<file path="src/rtl/pattern_detector.sv">
// pattern_detector: programmable serial pattern matcher with overlap mode and saturating match counter
module pattern_detector #(
  parameter int PAT_LEN = 5,
  parameter int CNT_W = 8,
  parameter logic [PAT_LEN-1:0] PAT_DEFAULT = 5'b11011,
  parameter logic OVL_DEFAULT = 1'b1
) (
  input  logic               clk,
  input  logic               rst_n,
  input  logic               din_vld,
  input  logic               din,
  input  logic               cfg_we,
  input  logic [PAT_LEN-1:0] cfg_pattern,
  input  logic               cfg_overlap,
  input  logic               clr_cnt,
  output logic               result,
  output logic [CNT_W-1:0]   match_cnt
);
  localparam int FW = $clog2(PAT_LEN + 1);
  localparam logic [FW-1:0] FULL = FW'(PAT_LEN);
  logic [PAT_LEN-1:0] hist, hist_n, hist_d, pat_r;
  logic [FW-1:0] fill, fill_n, fill_d;
  logic [CNT_W-1:0] cnt_base, cnt_d;
  logic ovl_r, acc, hit;
  always_comb begin
    acc = din_vld && !cfg_we;
    hist_n = {hist[PAT_LEN-2:0], din};
    hist_d = acc ? hist_n : hist;
    fill_n = (fill == FULL) ? FULL : fill + 1'b1;
    hit = acc && (fill_n == FULL) && (hist_n == pat_r);
    // non-overlap restarts the fill so bits of a found match are never reused
    fill_d = cfg_we ? '0 : !acc ? fill : hit ? (ovl_r ? FULL : '0) : fill_n;
    cnt_base = clr_cnt ? '0 : match_cnt;
    cnt_d = (hit && !(&cnt_base)) ? cnt_base + 1'b1 : cnt_base;
  end
  always_ff @(posedge clk or negedge rst_n) begin
    if (!rst_n) begin
      hist <= '0;
      fill <= '0;
      pat_r <= PAT_DEFAULT;
      ovl_r <= OVL_DEFAULT;
      result <= 1'b0;
      match_cnt <= '0;
    end else begin
      hist <= hist_d;
      fill <= fill_d;
      pat_r <= cfg_we ? cfg_pattern : pat_r;
      ovl_r <= cfg_we ? cfg_overlap : ovl_r;
      result <= hit;
      match_cnt <= cnt_d;
    end
  end
endmodule

</file>
<file path="config.mk">
export PLATFORM = sky130hd
export DESIGN_NAME = pattern_detector
export DESIGN_NICKNAME = d
export VERILOG_FILES = /design/src/rtl/pattern_detector.sv
export SDC_FILE = /design/constraint.sdc
export NUM_CORES = 1
export LEC_CHECK = 0
export BUFFER_PORTS_ARGS = -buffer_cell sky130_fd_sc_hd__buf_2
export CORE_MARGIN = 2
export CORE_UTILIZATION = 48
export DETAILED_ROUTE_END_ITERATION = 8
export PLACE_DENSITY = 0.77
export SLEW_MARGIN = 10
export SYNTH_ARGS = -nofsm -noshare
export SYNTH_HDL_FRONTEND = slang
export SYNTH_SLANG_ARGS = --single-unit
</file>
<file path="constraint.sdc">
create_clock -name clk -period 2 [get_ports clk]
set_input_delay 0.4 -clock clk [delete_from_list [all_inputs] [get_ports clk]]
set_output_delay 0.4 -clock clk [all_outputs]
set_load 0.02 [all_outputs]
</file>
# Yosys cells after proc, flatten, opt, wreduce, memory -nomap -nowiden
# Index checks and enable logic that the tools add are counted.
# totals
regBits	22
# classes
n_addsub	2
n_eq_ne	3
mux	7
reduce_logical	8
# ops
cell	count
two-way mux 8 bit	2
two-way mux 3 bit	5
adder 8 x 1 -> 8 bit (second input constant)	1
AND reduction 8 bit	1
== test 3 bit (second input constant)	2
== test 5 bit	1
logical AND 1 bit	4
adder 3 x 1 -> 3 bit (second input constant)	1
logical NOT 1 bit	2
nonzero test 2 bit	1

# Longest topological paths before layout
# Gate-level depths: netlist of run 1.
# logic_depth
ltp_word	8
depth_mapped	6
ltp_nobuf	6

# Worst setup path after synthesis of run 1
# No wires, ideal clock.
# synth_timing
kind	input -> register
start	input port cfg_we
end	register match_cnt[4]
setup_ps	128
arrival_ps	1925
t_required_ps	1872
path_slack_ps	-52
stages	6
cell_sequence	buf_6 -> nand2b_4 -> or4b_4 -> buf_6 -> nor4_1 -> mux2_1
# synth_between
elab_chain_len	6
# synth_lines
item	line_no	rtl
from (decl)	12	input logic cfg_we,
logical NOT 1 bit	26	acc = din_vld && !cfg_we;
logical AND 1 bit	26	
logical AND 1 bit (2 in series)	30	hit = acc && (fill_n == FULL) && (hist_n == pat_r);
logical AND 1 bit	34	cnt_d = (hit && !(&cnt_base)) ? cnt_base + 1'b1 : cnt_base;
two-way mux 8 bit	34	
net cnt_d[4]	23	logic [CNT_W-1:0] cnt_base, cnt_d;
to (signal assigned)	50	match_cnt <= cnt_d;
to (decl)	17	output logic [CNT_W-1:0] match_cnt
# The timed path passes the listed nets, and every way through them passes these cells.
# A chain may end at the register's enable or synchronous reset.

# Worst setup path in the final report of run 1
# layout_timing
start	register pat_r[2]
end	register match_cnt[7]
# layout_between
elab_chain_len	4
# layout_lines
item	line_no	rtl
from (decl)	21	logic [PAT_LEN-1:0] hist, hist_n, hist_d, pat_r;
from (signal assigned)	47	pat_r <= cfg_we ? cfg_pattern : pat_r;
== test 5 bit	30	
logical AND 1 bit	30	
logical AND 1 bit	34	
two-way mux 8 bit	34	
net cnt_d[7]	23	
# The timed path passes the listed nets, and every way through them passes these cells.

==> flow_metrics.py, run 1 <==
metrics = {
    "timing": {
        "finClkSkew_ps": 6.90,
        "slew_violations": 0,
        "hold_violations": 0,
        "finalSetupViolCount": 0,
        "slew_headroom_pct": 68.0,
        "hold_slack_ps": 31.4,
        "worst_slack_ps": 83.5,
        "fmax_ghz": 0.522,
        "tightest_slew_ps": 480,
        "period_needed_ps": 1920,
        "rsz0062_at_grt": "no",
        "finalCritPeriodShare_pct": 95.8,
    },
    "job": {
        "maxCapViolations": 0,
    },
    "yosys": {
        "syn-num-nets": 110,
        "syn_area_um2": 1130,
        "netlist_instances": 97,
        "ys_ff_latch": 22,
        "ys_warn_count": 0,
        "synth.distinct_cells": 33,
        "ys_seq_area_share_pct": 49.3,
        "syn_avg_cell_area_um2": 11.6,
    },
    "clock_tree": {
        "clk_latency_ps": 310,
        "cts-root-buf": "clkbuf_4",
        "ctsLongestPathBuffers": 2,
        "clkTransAtPathRegs_ps": 120,
        "post_cts_buffers": 0,
        "ctsHoldBuffers": 0,
        "cts_tree": "done",
        "cts_resized": 0,
        "htree_num_levels": 1,
        "cts_buffers": 3,
        "cts.sinks": 22,
    },
    "final_layout": {
        "final_core_util_pct": 62.0,
        "layout_common_cells": "20 x buf_2, 17 x dfrtp_1, 10 x mux2_2, 8 x buf_4, 7 x nor2_1",
        "diodes": 0,
        "drive_gt1_share_pct": 42.5,
        "fin_area_um2": 1370,
        "final_nets": 141,
        "nFillCells": 184,
        "areaGrowthSynthToFinish_pct": 21.5,
        "layout_commonest_cell": "buf_2",
    },
    "pwr": {
        "p_sw_uw": 223,
        "clkPwrFrac_pct": 33.8,
        "leakagePower_uw": 0.000634,
        "power_frac_comb_pct": 13.6,
        "power_density_nw_per_um2": 721,
        "sw_frac_of_total_pct": 22.5,
        "p_int_uw": 768,
        "ir_drop_mv": 0.486,
        "finalPower_uw": 990,
        "power_frac_seq_pct": 52.6,
    },
    "floorplanning": {
        "core_um2": 2210,
        "initial_core_util_pct": 51.1,
        "die_y_um": 52.5,
        "die_area_um2": 2760,
        "die_w_um": 52.5,
        "num_rows": 17,
        "io_pins": 21,
    },
    "route": {
        "ant_nets": 0,
        "vias_per_cell": 5.48,
        "avgRoutedWirePerCell_um": 13.2,
        "via_count": 850,
        "drc": 0,
        "dr.pass1.iters": 4,
        "dr.first_iter.drc_count": 12,
        "wl_mm": 2.04,
    },
    "critical_path": {
        "cp_max_fo": 5,
        "crit_type": "flop to flop",
        "end_kind": "flop",
        "cp.buffers_inverters": 1,
        "worstPathArrival_ps": 2120,
        "required_ps": 2200,
        "crit_slowest_cell": "or4b_4",
        "slowest_delay_ps": 530,
        "critPathTopFamily": "simple AND/OR/NAND/NOR gates",
        "crit_chain": "xor2_1 > or4b_4 > buf_4 > nor4_2 > mux2_1",
        "critical_path.startpoint_type": "flop",
    },
    "global_route": {
        "grt_max_degree": 23,
        "grt_pass1_vias": 800,
        "grt_overflow_total": 0,
        "grtUsageMet1_pct": 21.7,
        "grt_use_met3_pct": 1.71,
        "grt_pass1_wl_mm": 3.42,
        "antenna_found_initial": 0,
        "grt-busiest-layer": "met2",
        "track_usage_pct": 17.1,
        "met2_usage_pct": 28.7,
    },
    "placement": {
        "port_buffers": 20,
        "preCtsSetupSlack_ps": -9.22,
        "place_area_um2": 1310,
        "gp_congestion": 0.811,
        "hpwl_mm": 1.53,
    },
    "outcome": {
        "status": "complete, no violations",
    },
    "min_path": {
        "hp-class": "input port to async pin",
    },
}
-- cell families (layout without fill, tap and decap cells) --
logic type      after synthesis  after routing  synth area share, %
fa+ha+maj                     1              1                 1.11
mux                          14             14                 13.8
flops                        22             22                 49.3
buf+inv                       5             34                 3.10
simple gates                 39             40                 21.9
xor+xnor                      8              8                 6.20
compound gates                8              8                 4.54
-- path summary, 6_finish.rpt --
check | startpoint | to | slack, ps | cells past startpoint
min in group clk | cfg_pattern[4] | pat_r[4] | 320 | 2
worst max-delay path | pat_r[2] | match_cnt[7] | 80 | 5
worst min-delay path | rst_n | hist[2] | 30 | 1
worst max register to register | pat_r[2] | match_cnt[7] | 80 | 5
max in group asynchronous | rst_n | ovl_r | 1610 | 1
worst min register to register | pat_r[2] | pat_r[2] | 540 | 1
-- worst register-to-register path, delay by kind of cell (launching register included) --
| kind | cells | cell delay [ps] |
|---|---|---|
| multiplexers | 1 | 360 |
| buffers and inverters | 1 | 180 |
| XOR/XNOR | 1 | 180 |
| flip-flops | 1 | 410 |
| AND/OR/NAND/NOR | 2 | 680 |
-- state kept, by name, indices dropped and copies added (netlist names) --
signal	count
ovl_r	1
pat_r	5
hist	4
result	1
match_cnt	8
fill	3
-- synthesized netlist by cell type, drive strengths merged --
library cell	n	area, µm²
mux2	13	146
nand4	5	31.3
nor4	4	25.0
a21oi	4	20.0
and2b	1	7.51
nand2b	2	20.0
nand2	5	18.8
and3	1	6.26
and2	1	6.26
xnor2	6	52.6
nand4b	1	8.76
nor2	7	26.3
nor4b	1	15.0
ha	1	12.5
o211a	1	10.0
mux2i	1	10.0
o31ai	1	7.51
or4	2	15.0
and4	1	8.76
o21ai	1	5.00
or4b	1	13.8
nor2b	4	25.0
nor3	3	20.0
dfstp	5	131
xor2	2	17.5
buf	3	27.5
inv	2	7.51
o311ai	1	8.76
dfrtp	17	425
-- power groups by stage --
stage	logic (µW)	clock network (µW)	registers [µW]
final	134	335	521
after global routing	148	364	527
after CTS	133	347	522
after detailed placement	132	0	531
after global placement	128	0	529
after floorplan	94.0	0	523
-- per-layer routing --
layer | wire length (µm) | part of all wire, %
met5 | 0 | 0
met4 | 32 | 1.6
met3 | 99 | 4.9
met1 | 911 | 45
met2 | 996 | 49
-- stage by stage --
stage               std cells  setup TNS (ps)
floorplan                  97               0
global placement          150               0
detailed placement        150           -9.22
CTS                       154               0
global route              155               0
finish                    155               0
-- cell type report --
class / instances / area, µm² / area share [%]
Tap cell: 28 / 35.0 / 2.55
Clock inverter: 1 / 30.0 / 2.19
Multi-Input combinational cell: 71 / 561 / 40.8
Inverter: 2 / 7.51 / 0.547
Clock buffer: 3 / 22.5 / 1.64
Sequential cell: 22 / 557 / 40.6
Timing Repair Buffer: 28 / 160 / 11.7
(Power assumes the default switching activity.)
==> run 2, diff against run 1 <==
BUFFER_PORTS_ARGS = default   (was -buffer_cell sky130_fd_sc_hd__buf_2)
CORE_UTILIZATION = 54   (was 48)
DONT_BUFFER_PORTS = 1   (was default)
PLACE_DENSITY = 0.76   (was 0.77)
RECOVER_POWER = 50   (was default)
==> run 2 against run 1 <==
Against the previous run: final cell count fell by 14%; global-route usage is 3.1 points higher; sequential share of layout area is 5.0 points higher; first-iteration DRC count increased by 17%; count of clock-buffer cells in the layout rose by 1; total power shrank 15%.
==> flow_metrics.py, run 2 (synthesis gave the netlist of run 1 again) <==
metrics = {
    "outcome": {
        "status": "complete, no violations",
    },
    "final_layout": {
        "diodes": 0,
        "final_nets": 120,
        "drive_gt1_share_pct": 20.8,
        "layout_commonest_cell": "dfrtp_1",
        "nFillCells": 180,
        "largest-register": "match_cnt",
        "layout_common_cells": "17 x dfrtp_1, 10 x mux2_2, 7 x nor2_1, 6 x xnor2_1",
        "largest_reg_flops": 8,
        "areaGrowthSynthToFinish_pct": 8.19,
        "fin_area_um2": 1220,
        "largest_registers": "match_cnt x8, pat_r x5, hist x4",
    },
    "floorplanning": {
        "initial_core_util_pct": 57.6,
        "die_y_um": 49.7,
        "io_pins": 21,
        "die_w_um": 49.7,
        "num_rows": 16,
        "core_um2": 1960,
        "die_area_um2": 2470,
    },
    "critical_path": {
        "critPathTopFamily": "simple AND/OR/NAND/NOR gates",
        "crit_slowest_cell": "or4b_4",
        "worstPathArrival_ps": 2120,
        "rr_worst_depth": 4,
        "path_depth": 4,
        "crit_type": "flop to flop",
        "crit_start": "hist[1]",
        "r2r_slack_ps": 100,
        "critical_path.startpoint_type": "flop",
        "slowest_delay_ps": 560,
        "cp_max_fo": 9,
        "crit_chain": "xor2_1 > or4b_4 > or4_1 > o211a_1",
        "end_kind": "flop",
        "reg2reg_to": "match_cnt[6]",
        "endpoint": "match_cnt[6]",
        "r2r-start": "hist[1]",
        "cp.buffers_inverters": 0,
        "required_ps": 2220,
    },
    "route": {
        "avgRoutedWirePerCell_um": 15.4,
        "dr.first_iter.drc_count": 14,
        "wl_mm": 2.04,
        "drc": 0,
        "vias_per_cell": 5.62,
        "via_count": 747,
        "ant_nets": 0,
        "dr.pass1.iters": 4,
    },
    "timing": {
        "finClkSkew_ps": 8.14,
        "tightest_slew_ps": 957,
        "rsz0062_at_grt": "no",
        "finalSetupViolCount": 0,
        "fmax_ghz": 0.526,
        "slew_violations": 0,
        "hold_slack_ps": 132,
        "fin_setup_tns_ps": 0,
        "finalCritPeriodShare_pct": 95.1,
        "hold_violations": 0,
        "slew_headroom_pct": 36.0,
        "period_needed_ps": 1900,
    },
    "placement": {
        "hpwl_mm": 1.52,
        "place_area_um2": 1200,
        "gp_congestion": 0.908,
        "port_buffers": 0,
    },
    "clock_tree": {
        "cts.sinks": 22,
        "htree_num_levels": 1,
        "clkTransAtPathRegs_ps": 120,
        "ctsLongestPathBuffers": 2,
        "cts_tree": "done",
        "cts_buffers": 3,
        "post_cts_buffers": 0,
        "cts-root-buf": "clkbuf_4",
        "clk_latency_ps": 310,
    },
    "global_route": {
        "antenna_found_initial": 0,
        "grt_max_degree": 23,
        "track_usage_pct": 20.2,
        "grt_pass1_wl_mm": 3.75,
        "grt_pass1_vias": 801,
        "grt_overflow_total": 0,
    },
    "pwr": {
        "leakagePower_uw": 0.000507,
        "ir_drop_mv": 0.432,
        "power_density_nw_per_um2": 690,
    },
    "job": {
        "maxCapViolations": 0,
    },
    "min_path": {
        "hp-class": "input port to flop",
    },
}
[run 2: power by group]
group	total (µW)	switching, µW	internal, µW	leakage [µW]
combinational	114	49.8	63.9	0.000217
clock	211	133	77.9	0.0000150
sequential	519	30.7	488	0.000275
[run 2: routing by layer]
metal	part of all wire (%)	track usage (%)
met5	0	0
met4	2.2	9.72
met3	3.4	4.24
met2	47	32.0
met1	48	26.4
[run 2: worst reg2reg max path, stage by stage, from the launching register on]
cell     delay, ps
dfrtp_1        420
xor2_1         150
or4b_4         560
or4_1          550
o211a_1        140
[run 2: timing repair]
item                       in CTS  in global routing
hold buffers                    1                  0
hold endpoints to repair       22                  0
gates resized for setup         0                  1
setup endpoints to repair       0                  2
[run 2: cell type report]
class	count	area, µm²	share of cell area, %
Timing Repair Buffer	8	47.5	3.89
Tap cell	27	33.8	2.76
Clock buffer	4	26.3	2.15
Multi-Input combinational cell	70	551	45.0
Sequential cell	22	557	45.5
Inverter	2	7.51	0.614
[run 2: worst min-delay path by stage]
stage | end | startpoint | slack, ps | depth (start not counted)
4_1_cts | match_cnt[3] | clr_cnt | 120 | 1
3_5_place_dp | fill[0] | rst_n | 100 | 0
3_3_place_gp | fill[0] | rst_n | 100 | 0
5_1_grt | match_cnt[3] | clr_cnt | 110 | 1
6_report | match_cnt[3] | clr_cnt | 130 | 1
2_1_floorplan | fill[0] | rst_n | 100 | 0
[run 2: through the flow]
stage	utilization, %	setup WS (ps)	cells	power (µW)
after floorplan	-	15.9	97	617
after global placement	61.2	121	128	631
final	62.3	97.5	133	843
after global routing	62.3	30.1	133	890
after detailed placement	61.2	81.1	128	636
after CTS	63.1	59.2	133	857
==> run 3, diff against run 2 <==
CTS_BUF_LIST = sky130_fd_sc_hd__clkbuf_16   (was default)
==> run 3 against run 2 <==
Against the previous run: non-clock buffer count stayed put; final cell count stayed put; count of clock-buffer cells in the layout is 1 lower; die area stayed put; critical path depth stayed put; total power is 25% higher; sequential power hardly changed; critical endpoint unchanged; largest cell class unchanged.
==> flow_metrics.py, run 3 (synthesis gave the netlist of run 1 again) <==
metrics = {
    "clock_tree": {
        "cts-root-buf": "clkbuf_16",
        "cts.sinks": 22,
        "clkTransAtPathRegs_ps": 60,
        "ctsLongestPathBuffers": 2,
        "htree_num_levels": 1,
        "post_cts_buffers": 0,
        "clk_latency_ps": 250,
        "cts_buffers": 3,
        "cts_tree": "done",
    },
    "critical_path": {
        "crit_start": "hist[1]",
        "critical_path.startpoint_type": "flop",
        "worstPathArrival_ps": 2080,
        "required_ps": 2150,
        "reg2reg_to": "match_cnt[6]",
        "cp_max_fo": 9,
        "r2r-start": "hist[1]",
        "crit_type": "flop to flop",
        "end_kind": "flop",
        "rr_worst_depth": 4,
        "r2r_slack_ps": 70,
    },
    "floorplanning": {
        "core_um2": 1960,
        "num_rows": 16,
        "io_pins": 21,
        "die_w_um": 49.7,
        "die_area_um2": 2470,
        "initial_core_util_pct": 57.6,
        "die_y_um": 49.7,
    },
    "route": {
        "dr.pass1.iters": 4,
        "dr.first_iter.drc_count": 14,
        "drc": 0,
        "via_count": 761,
        "avgRoutedWirePerCell_um": 15.8,
        "vias_per_cell": 5.72,
        "ant_nets": 0,
        "wl_mm": 2.10,
    },
    "global_route": {
        "grt_overflow_total": 0,
        "grt_pass1_wl_mm": 3.75,
        "track_usage_pct": 20.2,
        "antenna_found_initial": 0,
        "grt_max_degree": 23,
        "grt_pass1_vias": 820,
    },
    "timing": {
        "fin_setup_tns_ps": 0,
        "slew_headroom_pct": 36.7,
        "hold_violations": 0,
        "fmax_ghz": 0.517,
        "rsz0062_at_grt": "no",
        "slew_violations": 0,
        "period_needed_ps": 1930,
        "finClkSkew_ps": 5.12,
        "tightest_slew_ps": 946,
        "finalCritPeriodShare_pct": 96.6,
        "finalSetupViolCount": 0,
    },
    "pwr": {
        "power_frac_seq_pct": 49.5,
        "ir_drop_mv": 0.490,
        "p_sw_uw": 231,
        "power_frac_comb_pct": 10.9,
        "power_density_nw_per_um2": 824,
        "leakagePower_uw": 0.000534,
        "p_int_uw": 819,
        "clkPwrFrac_pct": 39.7,
        "sw_frac_of_total_pct": 22.0,
    },
    "final_layout": {
        "areaGrowthSynthToFinish_pct": 12.8,
        "final_cells": 133,
        "drive_gt1_share_pct": 20.8,
        "diodes": 0,
        "layout_commonest_cell": "dfrtp_1",
        "largest_reg_flops": 8,
        "largest_registers": "match_cnt x8, pat_r x5, hist x4",
        "layout_common_cells": "17 x dfrtp_1, 10 x mux2_2, 7 x nor2_1, 6 x xnor2_1",
        "fin_area_um2": 1270,
        "largest-register": "match_cnt",
        "final_core_util_pct": 65.0,
        "final_nets": 120,
    },
    "min_path": {
        "hp-class": "input port to flop",
        "holdCritStartpoint": "clr_cnt",
        "min_to": "match_cnt[3]",
        "hold_path_depth": 1,
    },
    "placement": {
        "hpwl_mm": 1.52,
        "gp_congestion": 0.908,
        "port_buffers": 0,
        "place_area_um2": 1200,
        "dp_cells": 128,
    },
    "job": {
        "maxCapViolations": 0,
    },
    "outcome": {
        "status": "complete, no violations",
    },
}
## run 3: changes by cell type in the layout (fill, tap and decap cells not counted), sizes merged
cell / delta
inv: +1
clkbuf: -1
## run 3: what timing repair did
item | in CTS | in global routing
endpoints found under the setup margin | 0 | 1
resized for setup | 0 | 1
hold endpoints to repair | 22 | 0
hold buffers | 1 | 0
## run 3: critical path, cell delays in order, from the launching register on
cell	delay [ps]
dfrtp_1	390
xor2_1	140
or4b_4	590
or4_1	560
o211a_1	140
## run 3: worst max-delay path by stage
stage                              end  slack, ps
after floorplan           match_cnt[1]         20
after global placement    match_cnt[6]        120
after detailed placement  match_cnt[6]         80
after CTS                 match_cnt[6]         70
after global routing      match_cnt[6]         10
final                     match_cnt[6]         70
## run 3: layer usage
metal / global-route usage (%) / part of all wire [%] / wire [µm] / vias up
met5: 0 / 0 / 0 / -
met4: 12.5 / 3.3 / 70 / 0
met1: 25.8 / 46 / 957 / 361
li1: - / - / - / 370
met2: 31.6 / 47 / 989 / 23
met3: 3.64 / 4.0 / 83 / 7
## run 3: area by class of cell
cell class	count	area [µm²]
Tap cell	27	33.8
Clock inverter	1	3.75
Fill cell	169	687
Inverter	2	7.51
Clock buffer	3	75.1
Multi-Input combinational cell	70	551
Timing Repair Buffer	8	47.5
Sequential cell	22	557
## run 3: power groups by stage
| stage | combinational (µW) | sequential (µW) | clock, µW |
|---|---|---|---|
| after detailed placement | 105 | 531 | 0 |
| final | 114 | 519 | 417 |
| after global routing | 128 | 524 | 446 |
| after floorplan | 94.0 | 523 | 0 |
| after CTS | 115 | 523 | 430 |
| after global placement | 103 | 528 | 0 |
## run 3: metrics by stage
step | total power, µW | hold slack, ps | setup slack, ps
floorplan | 617 | 104 | 15.9
global placement | 631 | 105 | 121
detailed placement | 636 | 105 | 81.1
CTS | 1070 | 198 | 68.8
global route | 1100 | 198 | 10.3
finish | 1050 | 204 | 67.3
